File: src/rtl/clock_ctrl.sv
// 24-hour time-of-day clock with RUN / SET_HOUR / SET_MIN modes driven by two buttons.
// Setting freezes time, blinks the edited field, and returns to RUN after an idle timeout.
module clock_ctrl #(
    parameter int SET_TIMEOUT = 30
) (
    input  logic       i_clk,
    input  logic       i_reset,
    input  logic       i_tick,
    input  logic       i_mode,
    input  logic       i_inc,
    output logic [4:0] o_hour,
    output logic [5:0] o_min,
    output logic [5:0] o_sec,
    output logic [1:0] o_state,
    output logic       o_blink
);

    typedef enum logic [1:0] {
        RUN      = 2'd0,
        SET_HOUR = 2'd1,
        SET_MIN  = 2'd2
    } state_t;

    localparam logic [7:0] TIMEOUT_CNT = 8'(SET_TIMEOUT);

    state_t     r_state, w_state_next;
    logic [4:0] r_hour,  w_hour_next;
    logic [5:0] r_min,   w_min_next;
    logic [5:0] r_sec,   w_sec_next;
    logic [7:0] r_idle,  w_idle_next;
    logic       r_blink, w_blink_next;
    logic [7:0] w_idle_inc;

    always_ff @(posedge i_clk) begin
        if (i_reset) begin
            r_state <= RUN;
            r_hour  <= '0;
            r_min   <= '0;
            r_sec   <= '0;
            r_idle  <= '0;
            r_blink <= 1'b0;
        end else begin
            r_state <= w_state_next;
            r_hour  <= w_hour_next;
            r_min   <= w_min_next;
            r_sec   <= w_sec_next;
            r_idle  <= w_idle_next;
            r_blink <= w_blink_next;
        end
    end

    // Buttons outrank the tick in set states: a coinciding tick neither counts nor toggles blink.
    always_comb begin
        w_state_next = r_state;
        w_hour_next  = r_hour;
        w_min_next   = r_min;
        w_sec_next   = r_sec;
        w_idle_next  = r_idle;
        w_blink_next = r_blink;
        w_idle_inc   = r_idle + 8'd1;

        case (r_state)
            RUN: begin
                w_idle_next  = '0;
                w_blink_next = 1'b0;
                if (i_tick) begin
                    if (r_sec == 6'd59) begin
                        w_sec_next = '0;
                        if (r_min == 6'd59) begin
                            w_min_next  = '0;
                            w_hour_next = (r_hour == 5'd23) ? 5'd0 : r_hour + 5'd1;
                        end else begin
                            w_min_next = r_min + 6'd1;
                        end
                    end else begin
                        w_sec_next = r_sec + 6'd1;
                    end
                end
                if (i_mode) begin
                    w_state_next = SET_HOUR;
                    w_blink_next = 1'b1;
                end
            end

            SET_HOUR, SET_MIN: begin
                if (i_mode) begin
                    w_idle_next = '0;
                    if (r_state == SET_HOUR) begin
                        w_state_next = SET_MIN;
                        w_blink_next = 1'b1;
                    end else begin
                        w_state_next = RUN;
                        w_sec_next   = '0;
                        w_blink_next = 1'b0;
                    end
                end else if (i_inc) begin
                    w_idle_next  = '0;
                    w_blink_next = 1'b1;
                    if (r_state == SET_HOUR) begin
                        w_hour_next = (r_hour == 5'd23) ? 5'd0 : r_hour + 5'd1;
                    end else begin
                        w_min_next = (r_min == 6'd59) ? 6'd0 : r_min + 6'd1;
                    end
                end else if (i_tick) begin
                    if (w_idle_inc == TIMEOUT_CNT) begin
                        w_state_next = RUN;
                        w_sec_next   = '0;
                        w_idle_next  = '0;
                        w_blink_next = 1'b0;
                    end else begin
                        w_idle_next  = w_idle_inc;
                        w_blink_next = ~r_blink;
                    end
                end
            end

            default: begin
                w_state_next = RUN;
                w_idle_next  = '0;
                w_blink_next = 1'b0;
            end
        endcase
    end

    assign o_hour  = r_hour;
    assign o_min   = r_min;
    assign o_sec   = r_sec;
    assign o_state = r_state;
    assign o_blink = r_blink;

endmodule

File: config.mk
export PLATFORM = sky130hd
export DESIGN_NAME = clock_ctrl
export DESIGN_NICKNAME = d
export VERILOG_FILES = /design/src/rtl/clock_ctrl.sv
export SDC_FILE = /design/constraint.sdc
export NUM_CORES = 1
export LEC_CHECK = 0
export CAP_MARGIN = 25
export CELL_PAD_IN_SITES_DETAIL_PLACEMENT = 1
export CELL_PAD_IN_SITES_GLOBAL_PLACEMENT = 2
export CORE_ASPECT_RATIO = 1.1
export CORE_MARGIN = 5
export CORE_UTILIZATION = 31
export CTS_CLUSTER_SIZE = 25
export DETAILED_ROUTE_END_ITERATION = 7
export PLACE_DENSITY_LB_ADDON = 0.1
export SYNTH_ARGS = -nofsm -noshare
export SYNTH_HDL_FRONTEND = slang
export SYNTH_SLANG_ARGS = --single-unit
File: constraint.sdc
create_clock -name i_clk -period 2.15 [get_ports i_clk]
set_input_delay 0.645 -clock i_clk [delete_from_list [all_inputs] [get_ports i_clk]]
set_output_delay 0.645 -clock i_clk [all_outputs]
set_load 0.005 [all_outputs]
==> reports/results.tsv <==
stage	metric	value	unit
run_status	status	completed	
setup_path	crit_arrival	2270	ps
cts	clockBufferDepth	2	
cells_and_area	final_cells	296	
cells_and_area	layout.nets	253	
yosys	synth_compound_area_frac	0.212	
placement	dpl.hpwl	3550	um
power	leakage	0.814	nW
yosys	synthXorXnorAreaFrac	0.0332	
floorplan	placementRows	27	
yosys	synth_top_family_by_area	simple AND/OR/NAND/NOR gates	
drt	dr.pass1.iters	4	
timing	worst_slew_pin_slew	470	ps
global_routing	grt_pass1_wl	8380	um
run	maxCapViolations	0	
cts	cts.reportedPaths.clkPinSlew	100	ps
timing	relSlewSlack	0.686	
floorplan	initial_core_util	0.319	
timing	whs	512	ps
drt	drt_iter0_markers	29	
floorplan	core	4970	um^2
global_routing	antenna_found_initial	0	
cells_and_area	fillers	600	
yosys	ys_seq_area_frac	0.354	
timing	timing.final.ws_setup	95.5	ps
drt	wl_per_cell	15.7	um
cts	clockRootBuffer	clkbuf_8	
drt	vias	1606	
timing	setup_viol	0	
setup_path	rr_worst_depth	6	
floorplan	die_x	78.1	um
placement	io_buffers	24	
cells_and_area	synthToLayoutAreaGrowth	35.5	%
min_path	hold_start	r_idle[0]	
global_routing	grtUsageTotal	0.149	
yosys	synthTopCellsByArea	dfxtp_1 35%, ha_1 6.3%, nor2_1 4.7%, a21oi_1 3.8%, nand3_1 3.8%	
timing	fin_crit	2050	ps
min_path	min_path_cells	2	
yosys	ys_warn_count	0	
cells_and_area	fin_area	2140	um^2
yosys	synth_top_cell_by_area	dfxtp_1	
timing	skew	1.96	ps
yosys	syn_nets	202	
yosys	synthTopCellsByCount	28 x dfxtp_1, 20 x nor2_1, 14 x nand2_1	
drt	route.detailed.drc	0	
cts	cts_htree_levels	1	
timing	slew_viol_final	0	
yosys	synth_top_area_frac	0.354	
cts	cts_tree	built	
drt	routed_via_density	5.43	
yosys	synthAdderAreaFrac	0.0632	
yosys	post-synth-top-count-cell	dfxtp_1	
timing	fin_crit_sh	0.956	
setup_path	r2r-end	o_hour[3]	
yosys	ys_ff_latch	28	
yosys	postSynthCellCount	189	
min_path	hp-class	flop to flop	
placement	preCtsSetupSlack	-429	ps
placement	placed_cell_area	2060	um^2
cts	clock_latency	270	ps
yosys	synth-edff-count	0	
global_routing	grt_max_degree	20	
drt	postRouteAntennaNets	0	
yosys	postSynthAreaPerCell	8.37	um^2
floorplan	design.portCount	25	
placement	placedCellCount	290	
power	irDropWorstVdd	287	uV
cts	cts.sinks	28	
yosys	yosys.area_share.simple	0.266	
placement	place.gp.congestion	0.818	
yosys	synthArstFlopShare	0	
setup_path	crit_type	input port to flop	
floorplan	dieArea	6640	um^2
cts	cts_inserted_buffers	3	
setup_path	crit_fanout	6	
setup_path	crit_path_end_kind	flop	
floorplan	die_h	84.9	um
setup_path	reg2reg_setup_slack	130	ps
power	pwr_density_cell	502	nW/um^2
yosys	syn_area	1580	um^2
timing	hold_viol	0	
cells_and_area	drive_above_1_share	0.202	
global_routing	grt_overflow	0	
global_routing	grt_pass1_vias	1737	
min_path	hold_path_end	r_idle[0]	
cells_and_area	antennaDiodeCount	0	
timing	rsz0062_at_grt	yes	
setup_path	r2r_start	o_sec[0]	
yosys	yosys_most_used_dff	dfxtp_1	
drt	finalWirelength	4650	um
setup_path	cp.required	2360	ps
setup_path	critPathLaunchType	input port	
yosys	synthMuxAreaShare	0.0190	
yosys	netlist-cell-type-count	53	
timing	fmax	487	MHz
[how the worst max path moves through the flow]
stage	end	start	depth (start not counted)	slack [ps]
2_1_floorplan	o_hour[3]	o_min[0]	6	140
3_3_place_gp	o_hour[3]	i_tick	6	-420
3_5_place_dp	o_hour[3]	i_tick	6	-430
4_1_cts	o_hour[3]	i_inc	6	40
5_1_grt	o_hour[3]	i_tick	6	-30
6_report	o_hour[3]	i_tick	6	100
[per-layer routing]
metal,global-route usage,vias to the layer above,share of wire
met5,0,-,0
met1,0.184,781,0.45
met3,0.0255,4,0.023
met4,0.0230,0,0.0073
met2,0.272,18,0.52
li1,-,803,-
[through the flow]
step           TNS, ps  utilization  power [mW]
2_1_floorplan        0            -       0.664
3_3_place_gp     -4140        0.414       0.772
3_5_place_dp     -5050        0.414       0.779
4_1_cts              0        0.428        1.09
5_1_grt          -27.7        0.432        1.14
6_report             0        0.432        1.08
[cells in the final DEF, fill, tap and decap left out, types with 4 or more instances in the layout]
cell type	n
inv_1	9
dfxtp_1	27
xor2_1	5
buf_4	28
o21ai_0	10
nor2_1	20
nand3b_1	4
clkdlybuf4s50_1	23
nand2_1	14
a21oi_1	11
and3_1	4
nand3_1	12
ha_1	6
[worst max-delay path, stage by stage]
cell and delay [ps]:
dlygate4sd2_1 230, nand4b_1 180, o41ai_4 420, nand2_2 130, or4b_1 510, a21oi_1 150
[power by group]
part	switching, mW	total [mW]	leakage, nW	internal (mW)
registers	0.0144	0.547	0.227	0.533
clock network	0.170	0.296	0.0216	0.126
logic	0.111	0.233	0.566	0.122
total	0.296	1.08	0.814	0.780
[area by class of cell]
class                      count  area [um^2]  share of cell area
tap                           58         72.6              0.0338
clock buffer                   3         41.3              0.0193
multi-input combinational    144          962               0.449
sequential                    28          562               0.262
inverter                      10         37.5              0.0175
timing repair buffer          53          469               0.219
[repair_timing]
item | in CTS | in global routing
setup buffers | 2 | 1
hold buffers | 0 | 0
gates cloned | 0 | 0
pin swaps | 4 | 3
gates resized for setup | 3 | 5
endpoints found under the setup margin | 3 | 9
[flip-flops by register name, indices dropped and copies added, names as in the netlist]
register and count:
r_idle 8, o_state 2, o_hour 5, o_sec 6, o_min 6, o_blink 1
[logic make-up after synthesis]
kind of cell,after synthesis
simple gates,79
flops,28
buf+inv,17
mux,3
xor+xnor,6
fa+ha+maj,8
compound gates,48
No activity file was read; power rests on OpenSTA's default activity.
